**config.mk**
```make
export PLATFORM = sky130hd
export DESIGN_NAME = fetch_prefetch_unit_flat
export DESIGN_NICKNAME = d
export VERILOG_FILES = /design/src/rtl/riscv_fetch_pkg.sv /design/src/rtl/fetch_prefetch_unit_if.sv /design/src/rtl/fetch_fifo.sv /design/src/rtl/fetch_prefetch_unit.sv /design/src/flat_wrapper.sv
export SDC_FILE = /design/constraint.sdc
export NUM_CORES = 1
export LEC_CHECK = 0
export ABC_AREA = 1
export BUFFER_PORTS_ARGS = -buffer_cell sky130_fd_sc_hd__buf_2
export CORE_MARGIN = 8
export CORE_UTILIZATION = 50
export CTS_CLUSTER_DIAMETER = 200
export DETAILED_ROUTE_END_ITERATION = 8
export HOLD_SLACK_MARGIN = 0.12
export PLACE_DENSITY = 0.7
export SETUP_SLACK_MARGIN = 0.4
export SLEW_MARGIN = 5
export SYNTH_ARGS = -nofsm -noshare
export SYNTH_HDL_FRONTEND = slang
export SYNTH_SLANG_ARGS = --single-unit
```
**constraint.sdc**
```tcl
create_clock -name clk -period 5.13 [get_ports clk]
set_input_delay 0 -clock clk [delete_from_list [all_inputs] [get_ports clk]]
set_output_delay 0 -clock clk [all_outputs]
set_load 0.02 [all_outputs]
```
**src/rtl/riscv_fetch_pkg.sv**
```systemverilog
`default_nettype none
// +--------------------------------------------------------------------+
// | riscv_fetch_pkg : shared fetch-front-end constants and entry type  |
// | Revision 1.0                                                       |
// +--------------------------------------------------------------------+
package riscv_fetch_pkg;

    localparam int unsigned             FETCH_XLEN     = 32;
    localparam logic [FETCH_XLEN-1:0]   FETCH_RESET_PC = 32'h0000_0000;
    localparam logic [31:0]             NOP_INSTR      = 32'h0000_0013;

    typedef struct packed {
        logic [FETCH_XLEN-1:0] pc;
        logic [FETCH_XLEN-1:0] instr;
    } fetch_entry_t;

    function automatic fetch_entry_t pack_entry(input logic [FETCH_XLEN-1:0] pc,
                                                input logic [FETCH_XLEN-1:0] instr);
        fetch_entry_t e;
        e.pc    = pc;
        e.instr = instr;
        return e;
    endfunction

endpackage
`default_nettype wire

```
**src/rtl/fetch_prefetch_unit_if.sv**
```systemverilog
`default_nettype none
// +--------------------------------------------------------------------+
// | fetch_prefetch_unit_if : redirect, imem and decode-side signals    |
// | Revision 1.0                                                       |
// +--------------------------------------------------------------------+
interface fetch_prefetch_unit_if
    import riscv_fetch_pkg::*;
#(
    parameter int unsigned XLEN = FETCH_XLEN
);
    logic            redirect;
    logic [XLEN-1:0] redirect_pc;
    logic            imem_req_valid;
    logic            imem_req_ready;
    logic [XLEN-1:0] imem_req_addr;
    logic            imem_rsp_valid;
    logic [XLEN-1:0] imem_rsp_data;
    logic            if_valid;
    logic            if_ready;
    logic [XLEN-1:0] if_instr;
    logic [XLEN-1:0] if_pc;
    logic [XLEN-1:0] if_pcplus4;

    // master is the fetch unit; slave is memory, EX and decode together
    modport master (
        input  redirect, redirect_pc, imem_req_ready, imem_rsp_valid, imem_rsp_data, if_ready,
        output imem_req_valid, imem_req_addr, if_valid, if_instr, if_pc, if_pcplus4
    );

    modport slave (
        output redirect, redirect_pc, imem_req_ready, imem_rsp_valid, imem_rsp_data, if_ready,
        input  imem_req_valid, imem_req_addr, if_valid, if_instr, if_pc, if_pcplus4
    );

endinterface
`default_nettype wire

```
**src/rtl/fetch_fifo.sv**
```systemverilog
`default_nettype none
// +--------------------------------------------------------------------+
// | fetch_fifo : synchronous FIFO with clear, full/empty and count     |
// | Revision 1.0                                                       |
// +--------------------------------------------------------------------+
module fetch_fifo #(
    parameter  int unsigned WIDTH = 64,
    parameter  int unsigned DEPTH = 4,
    localparam int unsigned CW    = $clog2(DEPTH + 1)
) (
    input  wire logic             clk,
    input  wire logic             rst,
    input  wire logic             clear_i,
    input  wire logic             push_i,
    input  wire logic [WIDTH-1:0] data_i,
    input  wire logic             pop_i,
    output logic      [WIDTH-1:0] data_o,
    output logic                  full_o,
    output logic                  empty_o,
    output logic      [CW-1:0]    count_o
);

    localparam int unsigned AW = (DEPTH > 1) ? $clog2(DEPTH) : 1;

    logic [WIDTH-1:0] mem_q [DEPTH];
    logic [AW-1:0]    rd_ptr_q, wr_ptr_q;
    logic [CW-1:0]    count_q, count_d;
    logic             w_do_push, w_do_pop;

    function automatic logic [AW-1:0] ptr_inc(input logic [AW-1:0] p);
        return (p == AW'(DEPTH - 1)) ? '0 : p + AW'(1);
    endfunction

    // a push onto a full FIFO is accepted only when the head leaves in the same cycle
    assign w_do_pop  = pop_i && !clear_i && (count_q != '0);
    assign w_do_push = push_i && !clear_i && ((count_q < CW'(DEPTH)) || w_do_pop);

    always_comb begin
        count_d = count_q;
        case ({w_do_push, w_do_pop})
            2'b10:   count_d = count_q + CW'(1);
            2'b01:   count_d = count_q - CW'(1);
            default: count_d = count_q;
        endcase
    end

    always_ff @(posedge clk) begin
        if (rst || clear_i) begin
            rd_ptr_q <= '0;
            wr_ptr_q <= '0;
            count_q  <= '0;
        end else begin
            if (w_do_push) wr_ptr_q <= ptr_inc(wr_ptr_q);
            if (w_do_pop)  rd_ptr_q <= ptr_inc(rd_ptr_q);
            count_q <= count_d;
        end
    end

    always_ff @(posedge clk) begin
        if (w_do_push) mem_q[wr_ptr_q] <= data_i;
    end

    assign empty_o = (count_q == '0);
    assign full_o  = (count_q == CW'(DEPTH));
    assign count_o = count_q;
    assign data_o  = empty_o ? '0 : mem_q[rd_ptr_q];

endmodule
`default_nettype wire

```
**src/rtl/fetch_prefetch_unit.sv**
```systemverilog
`default_nettype none
// +--------------------------------------------------------------------+
// | fetch_prefetch_unit : credit-based prefetching IF stage with queue |
// | Revision 1.0                                                       |
// +--------------------------------------------------------------------+
module fetch_prefetch_unit
    import riscv_fetch_pkg::*;
#(
    parameter int unsigned     XLEN     = FETCH_XLEN,
    parameter int unsigned     DEPTH    = 4,
    parameter int unsigned     MAX_OUT  = 2,
    parameter logic [XLEN-1:0] RESET_PC = XLEN'(FETCH_RESET_PC)
) (
    input wire logic              clk,
    input wire logic              rst,
    fetch_prefetch_unit_if.master bus
);

    localparam int unsigned CW = $clog2(DEPTH + 1);
    localparam int unsigned OW = $clog2(MAX_OUT + 1);
    localparam int unsigned EW = 2 * XLEN;

    logic [XLEN-1:0] pc_q, pc_d;
    logic [OW-1:0]   drop_cnt_q, drop_cnt_d;
    logic [OW-1:0]   w_out_cnt, w_out_cnt_next, w_live;
    logic            w_tag_full, w_tag_empty;
    logic [XLEN-1:0] w_tag_pc;
    logic [CW-1:0]   w_q_count;
    logic            w_q_full, w_q_empty;
    logic [EW-1:0]   w_push_entry, w_head;
    logic            w_credit_ok, w_req_valid, w_accept;
    logic            w_rsp, w_drop, w_push, w_pop;

    // outstanding requests are exactly the PC tags not yet matched by a response
    assign w_out_cnt   = OW'(0) + w_out_cnt_raw();
    assign w_live      = w_out_cnt - drop_cnt_q;
    assign w_credit_ok = ({1'b0, w_q_count} + (CW+1)'(w_live)) < (CW+1)'(DEPTH);
    assign w_req_valid = !rst && !bus.redirect && !w_tag_full && w_credit_ok;
    assign w_accept    = w_req_valid && bus.imem_req_ready;
    assign w_rsp       = bus.imem_rsp_valid && !w_tag_empty;
    assign w_drop      = w_rsp && (drop_cnt_q != '0);
    assign w_push      = w_rsp && (drop_cnt_q == '0) && !bus.redirect && (!w_q_full || w_pop);
    assign w_pop       = !w_q_empty && bus.if_ready && !bus.redirect;

    assign w_out_cnt_next = w_out_cnt + OW'(w_accept) - OW'(w_rsp);

    logic [OW-1:0] w_tag_count;
    function automatic logic [OW-1:0] w_out_cnt_raw();
        return w_tag_count;
    endfunction

    always_comb begin
        pc_d       = pc_q;
        drop_cnt_d = drop_cnt_q;
        if (bus.redirect) begin
            pc_d       = {bus.redirect_pc[XLEN-1:2], 2'b00};
            drop_cnt_d = w_out_cnt_next;
        end else begin
            if (w_accept) pc_d = pc_q + XLEN'(4);
            if (w_drop)   drop_cnt_d = drop_cnt_q - OW'(1);
        end
    end

    always_ff @(posedge clk) begin
        if (rst) begin
            pc_q       <= RESET_PC;
            drop_cnt_q <= '0;
        end else begin
            pc_q       <= pc_d;
            drop_cnt_q <= drop_cnt_d;
        end
    end

    // tags survive a redirect so that stale responses still retire their own tag
    fetch_fifo #(
        .WIDTH (XLEN),
        .DEPTH (MAX_OUT)
    ) u_tag_fifo (
        .clk     (clk),
        .rst     (rst),
        .clear_i (1'b0),
        .push_i  (w_accept),
        .data_i  (pc_q),
        .pop_i   (w_rsp),
        .data_o  (w_tag_pc),
        .full_o  (w_tag_full),
        .empty_o (w_tag_empty),
        .count_o (w_tag_count)
    );

    if (XLEN == FETCH_XLEN) begin : g_pack_native
        assign w_push_entry = EW'(pack_entry(w_tag_pc, bus.imem_rsp_data));
    end else begin : g_pack_generic
        assign w_push_entry = {w_tag_pc, bus.imem_rsp_data};
    end

    fetch_fifo #(
        .WIDTH (EW),
        .DEPTH (DEPTH)
    ) u_instr_fifo (
        .clk     (clk),
        .rst     (rst),
        .clear_i (bus.redirect),
        .push_i  (w_push),
        .data_i  (w_push_entry),
        .pop_i   (w_pop),
        .data_o  (w_head),
        .full_o  (w_q_full),
        .empty_o (w_q_empty),
        .count_o (w_q_count)
    );

    assign bus.imem_req_valid = w_req_valid;
    assign bus.imem_req_addr  = pc_q;
    assign bus.if_valid       = !w_q_empty;
    assign bus.if_instr       = w_head[XLEN-1:0];
    assign bus.if_pc          = w_head[EW-1:XLEN];
    assign bus.if_pcplus4     = w_q_empty ? '0 : w_head[EW-1:XLEN] + XLEN'(4);

endmodule
`default_nettype wire

```
**src/flat_wrapper.sv**
```systemverilog
// flat-port wrapper written by rule: the top's interface ports become plain ports
module fetch_prefetch_unit_flat import riscv_fetch_pkg::*;
#(
    parameter int unsigned     XLEN     = FETCH_XLEN,
    parameter int unsigned     DEPTH    = 4,
    parameter int unsigned     MAX_OUT  = 2,
    parameter logic [XLEN-1:0] RESET_PC = XLEN'(FETCH_RESET_PC)
)
  (clk, rst, bus_redirect, bus_redirect_pc, bus_imem_req_ready, bus_imem_rsp_valid, bus_imem_rsp_data, bus_if_ready, bus_imem_req_valid, bus_imem_req_addr, bus_if_valid, bus_if_instr, bus_if_pc, bus_if_pcplus4);
  fetch_prefetch_unit_if #(.XLEN(XLEN)) bus_i ();
  input wire logic clk;
  input wire logic rst;
  input wire logic [$bits(bus_i.redirect)-1:0] bus_redirect;
  input wire logic [$bits(bus_i.redirect_pc)-1:0] bus_redirect_pc;
  input wire logic [$bits(bus_i.imem_req_ready)-1:0] bus_imem_req_ready;
  input wire logic [$bits(bus_i.imem_rsp_valid)-1:0] bus_imem_rsp_valid;
  input wire logic [$bits(bus_i.imem_rsp_data)-1:0] bus_imem_rsp_data;
  input wire logic [$bits(bus_i.if_ready)-1:0] bus_if_ready;
  output wire logic [$bits(bus_i.imem_req_valid)-1:0] bus_imem_req_valid;
  output wire logic [$bits(bus_i.imem_req_addr)-1:0] bus_imem_req_addr;
  output wire logic [$bits(bus_i.if_valid)-1:0] bus_if_valid;
  output wire logic [$bits(bus_i.if_instr)-1:0] bus_if_instr;
  output wire logic [$bits(bus_i.if_pc)-1:0] bus_if_pc;
  output wire logic [$bits(bus_i.if_pcplus4)-1:0] bus_if_pcplus4;
  assign bus_i.redirect = bus_redirect;
  assign bus_i.redirect_pc = bus_redirect_pc;
  assign bus_i.imem_req_ready = bus_imem_req_ready;
  assign bus_i.imem_rsp_valid = bus_imem_rsp_valid;
  assign bus_i.imem_rsp_data = bus_imem_rsp_data;
  assign bus_i.if_ready = bus_if_ready;
  assign bus_imem_req_valid = bus_i.imem_req_valid;
  assign bus_imem_req_addr = bus_i.imem_req_addr;
  assign bus_if_valid = bus_i.if_valid;
  assign bus_if_instr = bus_i.if_instr;
  assign bus_if_pc = bus_i.if_pc;
  assign bus_if_pcplus4 = bus_i.if_pcplus4;
  fetch_prefetch_unit #(.XLEN(XLEN), .DEPTH(DEPTH), .MAX_OUT(MAX_OUT), .RESET_PC(RESET_PC)) u_core (.clk(clk), .rst(rst), .bus(bus_i));
endmodule
```
==> flow_metrics.env, run 1 <==
export IMPL_outcome="finished, final reports clean"
export IMPL_final_core_util=0.614
export IMPL_tritoncts_num_buffers=37
export IMPL_insertion_delay_ps=530
export IMPL_crit_fanout=45
export IMPL_setup_viol_count_final=0
export IMPL_synth_async_reset_ratio=0
export IMPL_clock_sink_count=354
export IMPL_pwr_density_cell_mw_per_mm2=322
export IMPL_route_detailed_drc=0
export IMPL_avgSynthCellArea_sq_um=9.68
export IMPL_cts_max_path_buffers=3
export IMPL_totalPowerFinal_mw=6.39
export IMPL_post_synth_top_area_fraction=0.568
export IMPL_postRouteWirelength_mm=41.4
export IMPL_post_route_cell_area_sq_mm=0.0198
export IMPL_number_of_buffers_added_on_ports=191
export IMPL_final_hold_violation_count=0
export IMPL_synth_edf_count=308
export IMPL_holdCritPathClass="in -> reg"
export IMPL_cts_root_buf="sky130_fd_sc_hd__clkbuf_16"
export IMPL_rsz0062_at_grt="false"
export IMPL_r2r_cells=16
export IMPL_synth_area_leaders="sky130_fd_sc_hd__edfxtp_1, sky130_fd_sc_hd__nand2_1, sky130_fd_sc_hd__dfxtp_1"
export IMPL_crit_top_cell="sky130_fd_sc_hd__nor2_1"
export IMPL_fin_worst_skew_ps=21.2
export IMPL_vias=12700
export IMPL_diode_count=0
export IMPL_dieHeight_um=197
export IMPL_crit_reg2reg_launch="u_core.u_tag_fifo.count_o[0]"
export IMPL_place_inst=2259
export IMPL_critical_path_arrival_ps=4050
export IMPL_cp_end_kind="primary output"
export IMPL_dp_hpwl_mm=26.0
export IMPL_gp_congestion=0.901
export IMPL_hold_ws_ps=146
export IMPL_coreArea_sq_mm=0.0323
export IMPL_r2r_end="u_core.bus.imem_req_addr[16]"
export IMPL_final_common_cell="sky130_fd_sc_hd__nand2_1"
export IMPL_final_nets=2051
export IMPL_grt_antenna_before_repair=0
export IMPL_dominantRegCellSynth="sky130_fd_sc_hd__edfxtp_1"
export IMPL_detailed_place_area_sq_mm=0.0175
export IMPL_grt_usage=0.211
export IMPL_report_final_slew_viol_count=0
export IMPL_global_route_overflow_total=0
export IMPL_cellLeakagePower_nw=8.12
export IMPL_minimum_period_implied_by_the_final_worst_setup_slack_ps=4050
export IMPL_min_period_over_period=0.790
export IMPL_worst_reg2reg_setup_slack_ps=1230
export IMPL_layout_cells_most_common_list="sky130_fd_sc_hd__nand2_1, sky130_fd_sc_hd__edfxtp_1, sky130_fd_sc_hd__nor2_1, sky130_fd_sc_hd__buf_2, sky130_fd_sc_hd__inv_1"
export IMPL_syn_inst_count=1683
export IMPL_worst_ep_required_time_ps=5130
export IMPL_viasPerCell=5.23
export IMPL_timing_setup_tns_ps=0
export IMPL_vdd_drop_max_mv=0.240
export IMPL_floorplan_initialDensity=0.505
export IMPL_synthesis_area_sq_mm=0.0163
export IMPL_fp_row_count=66
export IMPL_grt_pass1_wl_mm=65.4
export IMPL_ys_seq_area_frac=0.624
export IMPL_cap_violations=0
export IMPL_die_x_um=197
export IMPL_critical_path_endpoint="bus_if_pcplus4[30]"
export IMPL_detail_route_iter0_violations=990
export IMPL_clock_fmax_ghz=0.247
export IMPL_slowest_delay_ps=900
export IMPL_htree_levels=2
export IMPL_drive_gt1_frac=0.161
export IMPL_cts_setup_buffers=0
export IMPL_synth_yosys_warnings=0
export IMPL_worst_tran_pin_value_ps=1050
export IMPL_maximum_number_of_pins_on_one_net_before_global_route_repair=127
export IMPL_floorplan_die_area_sq_mm=0.0386
export IMPL_cts_clk_slew_worst_paths_ps=60
export IMPL_drt_first_pass_iters=5
export IMPL_worst_path_max_delay_cell="sky130_fd_sc_hd__dfxtp_2"
export IMPL_cts_tree="yes"
export IMPL_critPathLaunchType="flip-flop"
export IMPL_detailedPlace_worstSlack_ps=1520
export IMPL_number_of_nets_still_failing_antenna_checks_after_routing=0
export IMPL_grt_pass1_vias=12500
export IMPL_post_route_worst_setup_slack_ps=1080
export IMPL_synth_seq_cells=354
export IMPL_post_drt_wl_per_cell_um=17.0
export IMPL_stdcell_count=2433
export IMPL_crit_family="simple AND/OR/NAND/NOR gates"
export IMPL_critical_path_cell_count=12
export IMPL_critical_path_class="reg -> out"
export IMPL_timing_max_slew_rel_slack=0.297
export IMPL_worstPathBufferInverterCount=3
export IMPL_yosysTopAreaCell="sky130_fd_sc_hd__edfxtp_1"
export IMPL_min_path_cells=7
export IMPL_io_pins=200
export IMPL_cp_cell_sequence="inv_2, nor2_1, nand2_1, a21oi_1, ha_1, inv_1, nor2_2, nand3_1, nor2_1, nor2_1, nor2_1, buf_2"
export IMPL_area_delta_synth_final_pct=21.7
export IMPL_synth_distinct_cells=43
-- cells in the mapped netlist (2+ instances only) --
library cell / count
sky130_fd_sc_hd__nor2_2: 20
sky130_fd_sc_hd__clkbuf_1: 21
sky130_fd_sc_hd__nor2_1: 239
sky130_fd_sc_hd__nand2_1: 427
sky130_fd_sc_hd__nor4_1: 2
sky130_fd_sc_hd__nand3_1: 113
sky130_fd_sc_hd__buf_6: 11
sky130_fd_sc_hd__nand4_1: 17
sky130_fd_sc_hd__dfxtp_1: 46
sky130_fd_sc_hd__buf_1: 8
sky130_fd_sc_hd__inv_1: 134
sky130_fd_sc_hd__edfxtp_1: 308
sky130_fd_sc_hd__or2_2: 4
sky130_fd_sc_hd__a31oi_1: 11
sky130_fd_sc_hd__nor2_4: 5
sky130_fd_sc_hd__o211ai_1: 6
sky130_fd_sc_hd__nand3_2: 10
sky130_fd_sc_hd__o21ai_1: 3
sky130_fd_sc_hd__o21ai_0: 98
sky130_fd_sc_hd__a21oi_1: 93
sky130_fd_sc_hd__buf_4: 15
sky130_fd_sc_hd__nor3_1: 9
sky130_fd_sc_hd__xnor2_1: 8
sky130_fd_sc_hd__ha_1: 14
sky130_fd_sc_hd__xor2_1: 15
sky130_fd_sc_hd__buf_2: 20
sky130_fd_sc_hd__nand2_2: 3
sky130_fd_sc_hd__inv_2: 8
-- what timing repair did --
item,in CTS,in global routing
hold buffers,110,0
gates resized for setup,0,0
hold endpoints to repair,168,0
-- layout make-up --
class / instances / area [sq um]
Multi-Input combinational cell: 1114 / 5180
Clock inverter: 17 / 218
Timing Repair Buffer: 315 / 2160
Tap cell: 442 / 553
Inverter: 144 / 546
Clock buffer: 47 / 1000
Sequential cell: 354 / 10200
Fill cell: 2587 / 12500
-- flip-flops by register name, indices dropped and copies added (netlist names), 2 cells and up, named ones only --
name and cells:
u_core.u_instr_fifo.rd_ptr_q 2, u_core.drop_cnt_q 2, u_core.u_tag_fifo.count_o 2, u_core.u_instr_fifo.wr_ptr_q 2, u_core.u_instr_fifo.mem_q 248, u_core.u_tag_fifo.mem_q 60
u_core.bus.imem_req_addr 30, u_core.u_instr_fifo.count_o 3
-- cell families after synthesis --
kind of cell,count (synthesis),share of synthesized area
flops,354,0.624
fa+ha+maj,15,0.0120
xor+xnor,23,0.0124
compound gates,217,0.0696
buf+inv,220,0.0617
other cells,1,0.000230
simple gates,853,0.220
-- worst min path at each step --
stage	from	end	slack (ps)
2_1_floorplan	rst	u_core.bus.imem_req_addr[20]	70
3_3_place_gp	bus_imem_rsp_data[18]	u_core.u_instr_fifo.mem_q[1][18]	210
3_5_place_dp	bus_imem_rsp_data[11]	u_core.u_instr_fifo.mem_q[0][11]	210
4_1_cts	bus_imem_req_ready	u_core.bus.imem_req_addr[11]	140
5_1_grt	bus_imem_req_ready	u_core.bus.imem_req_addr[11]	180
6_report	bus_imem_req_ready	u_core.bus.imem_req_addr[11]	150
-- metal layers --
metal / vias to the layer above / part of all wire / GRT usage
li1: 6188 / - / -
met4: 0 / 0.025 / 0.0679
met3: 88 / 0.088 / 0.0418
met2: 544 / 0.45 / 0.342
met5: - / 0 / 0
met1: 5915 / 0.43 / 0.283
-- report_power, final --
part           total [mW]  internal (mW)  switching (mW)
clock network        2.68           1.60            1.08
registers            3.25           3.20          0.0501
logic               0.457          0.167           0.290
-- worst register-to-register path, cell delays in order (launching register included) --
cell and delay [ps]:
sky130_fd_sc_hd__dfxtp_1 450, sky130_fd_sc_hd__inv_1 120, sky130_fd_sc_hd__ha_1 220, sky130_fd_sc_hd__xnor2_1 170, sky130_fd_sc_hd__xor2_1 160, sky130_fd_sc_hd__inv_1 50, sky130_fd_sc_hd__ha_1 260, sky130_fd_sc_hd__nand2_1 70
sky130_fd_sc_hd__nor2_1 40, sky130_fd_sc_hd__nor2_2 160, sky130_fd_sc_hd__nand2_2 190, sky130_fd_sc_hd__nand2_1 480, sky130_fd_sc_hd__o21ai_0 150, sky130_fd_sc_hd__a21oi_1 120, sky130_fd_sc_hd__dlygate4sd3_1 550, sky130_fd_sc_hd__nor2_1 40
sky130_fd_sc_hd__dlygate4sd3_1 570
Note: power is estimated with default switching activity, not from simulation.
==> run 2, diff against run 1 <==
- clock period: 5.13 -> 3.9 ns (I/O delays scaled with it)
==> flow_metrics.env, run 2 (synthesis gave the netlist of run 1 again) <==
export IMPL_floorplan_initialDensity=0.505
export IMPL_detail_route_iter0_violations=1107
export IMPL_cts_root_buf="sky130_fd_sc_hd__clkbuf_16"
export IMPL_power_share_sequential=0.515
export IMPL_layout_area_seq_sq_mm=0.0102
export IMPL_clock_sink_count=354
export IMPL_cap_violations=0
export IMPL_rsz0062_at_grt="true"
export IMPL_place_inst=2265
export IMPL_clock_fmax_ghz=0.298
export IMPL_number_of_buffers_added_on_ports=191
export IMPL_die_x_um=197
export IMPL_cp_end_kind="primary output"
export IMPL_cts_max_path_buffers=3
export IMPL_crit_fanout=22
export IMPL_min_path_cells=4
export IMPL_critPathLaunchType="flip-flop"
export IMPL_floorplan_die_area_sq_mm=0.0386
export IMPL_vdd_drop_max_mv=0.295
export IMPL_postRouteWirelength_mm=41.3
export IMPL_dieHeight_um=197
export IMPL_report_final_slew_viol_count=0
export IMPL_totalPowerFinal_mw=8.30
export IMPL_layout_cells_most_common_list="sky130_fd_sc_hd__nand2_1, sky130_fd_sc_hd__edfxtp_1, sky130_fd_sc_hd__nor2_1, sky130_fd_sc_hd__buf_2, sky130_fd_sc_hd__inv_1"
export IMPL_outcome="finished, final reports clean"
export IMPL_setup_viol_count_final=0
export IMPL_htree_levels=2
export IMPL_final_common_cell="sky130_fd_sc_hd__nand2_1"
export IMPL_combinational_fraction_of_design_power=0.072
export IMPL_insertion_delay_ps=530
export IMPL_total_switching_power_mw=1.90
export IMPL_maximum_number_of_pins_on_one_net_before_global_route_repair=92
export IMPL_stdcell_count=2433
export IMPL_r2r_cells=15
export IMPL_number_of_nets_still_failing_antenna_checks_after_routing=0
export IMPL_fin_worst_skew_ps=20.9
export IMPL_cts_tree="yes"
export IMPL_critical_path_class="reg -> out"
export IMPL_grt_pass1_vias=12200
export IMPL_fp_row_count=66
export IMPL_final_core_util=0.614
export IMPL_clkPwrFrac=0.413
export IMPL_grt_usage=0.210
export IMPL_drt_first_pass_iters=5
export IMPL_internal_power_mw=6.41
export IMPL_drive_gt1_frac=0.166
export IMPL_tritoncts_num_buffers=38
export IMPL_vias=12700
export IMPL_cts_setup_buffers=0
export IMPL_multiInputGateArea_sq_mm=0.00518
export IMPL_global_route_overflow_total=0
export IMPL_coreArea_sq_mm=0.0323
export IMPL_largest_register_ff_count=248
export IMPL_cts_clk_slew_worst_paths_ps=60
export IMPL_viasPerCell=5.23
export IMPL_pwr_density_cell_mw_per_mm2=419
export IMPL_worst_ep_required_time_ps=3900
export IMPL_dp_hpwl_mm=26.6
export IMPL_final_nets=2047
export IMPL_route_detailed_drc=0
export IMPL_swShare=0.228
export IMPL_hold_ws_ps=226
export IMPL_post_drt_wl_per_cell_um=17.0
export IMPL_critical_path_arrival_ps=3360
export IMPL_largest_register="u_core.u_instr_fifo.mem_q"
export IMPL_grt_antenna_before_repair=1
export IMPL_min_period_over_period=0.861
export IMPL_timing_max_slew_rel_slack=0.312
export IMPL_cellLeakagePower_nw=8.09
export IMPL_worst_tran_pin_value_ps=1030
export IMPL_minimum_period_implied_by_the_final_worst_setup_slack_ps=3360
export IMPL_grt_pass1_wl_mm=65.1
export IMPL_fillerInstances=2579
export IMPL_io_pins=200
export IMPL_gp_congestion=0.921
export IMPL_holdCritPathClass="in -> reg"
export IMPL_final_hold_violation_count=0
export IMPL_area_delta_synth_final_pct=21.6
-- run 2: changes by cell type in the layout (fill, tap and decap cells not counted), sizes merged --
| cell | delta |
|---|---|
| dlygate4sd3 | -11 |
| clkinv | +9 |
| buf | +6 |
| clkbuf | -3 |
| bufinv | -2 |
| diode | +1 |
-- run 2: metal layers --
layer	part of all wire	wire length (um)	track usage	vias to the layer above
li1	-	-	-	6190
met1	0.44	18100	0.299	5920
met2	0.46	18800	0.327	569
met3	0.086	3550	0.0387	56
met4	0.019	793	0.0559	0
met5	0	0	0	-
-- run 2: path summary, 6_finish.rpt --
| check | endpoint | slack, ps | start |
|---|---|---|---|
| max | bus_if_pcplus4[30] | 540 | u_core.u_instr_fifo.count_o[1] |
| min | flip-flop | 230 | bus_redirect |
| max reg2reg | u_core.bus.imem_req_addr[16] | 700 | u_core.u_tag_fifo.count_o[0] |
| min reg2reg | u_core.u_tag_fifo.rd_ptr_q | 470 | u_core.u_tag_fifo.rd_ptr_q |
-- run 2: repair_timing --
| item | in CTS | in global routing |
|---|---|---|
| endpoints found under the hold margin | 166 | 0 |
| endpoints found under the setup margin | 0 | 32 |
| resized for setup | 0 | 7 |
| hold buffers | 99 | 0 |
-- run 2: through the flow --
step | TNS, ps | area, sq um | setup slack (ps)
after floorplan | -43590 | 16300 | -176
after global placement | 0 | 17600 | 822
after detailed placement | 0 | 17600 | 744
after CTS | 0 | 19800 | 408
after global routing | 0 | 19800 | 359
final | 0 | 19800 | 543
-- run 2: power by group through the flow --
stage	Combinational, mW	Clock (mW)	Sequential, mW
after detailed placement	0.509	0	4.36
after CTS	0.590	3.47	4.28
final	0.597	3.43	4.28
after global routing	0.663	3.63	4.29
after global placement	0.494	0	4.35
after floorplan	0.302	0	4.36
-- run 2: layout make-up --
| cell class | instances | share of cell area |
|---|---|---|
| Clock buffer | 44 | 0.0502 |
| Sequential cell | 354 | 0.514 |
| Inverter | 144 | 0.0278 |
| Clock inverter | 24 | 0.0102 |
| Multi-Input combinational cell | 1114 | 0.261 |
| Tap cell | 442 | 0.0279 |
| Timing Repair Buffer | 310 | 0.109 |
| Antenna cell | 1 | 0.000126 |
-- run 2: worst max-delay path: stages (launching register included) --
cell and delay (ps):
sky130_fd_sc_hd__dfxtp_1 370, sky130_fd_sc_hd__inv_1 90, sky130_fd_sc_hd__nand3_2 300, sky130_fd_sc_hd__buf_4 370, sky130_fd_sc_hd__nand3_2 150, sky130_fd_sc_hd__inv_1 100
sky130_fd_sc_hd__ha_1 300, sky130_fd_sc_hd__inv_1 80, sky130_fd_sc_hd__nor2_2 270, sky130_fd_sc_hd__nand3_1 230, sky130_fd_sc_hd__nor2_1 160, sky130_fd_sc_hd__nor2_1 50
sky130_fd_sc_hd__nor2_1 160, sky130_fd_sc_hd__buf_2 190
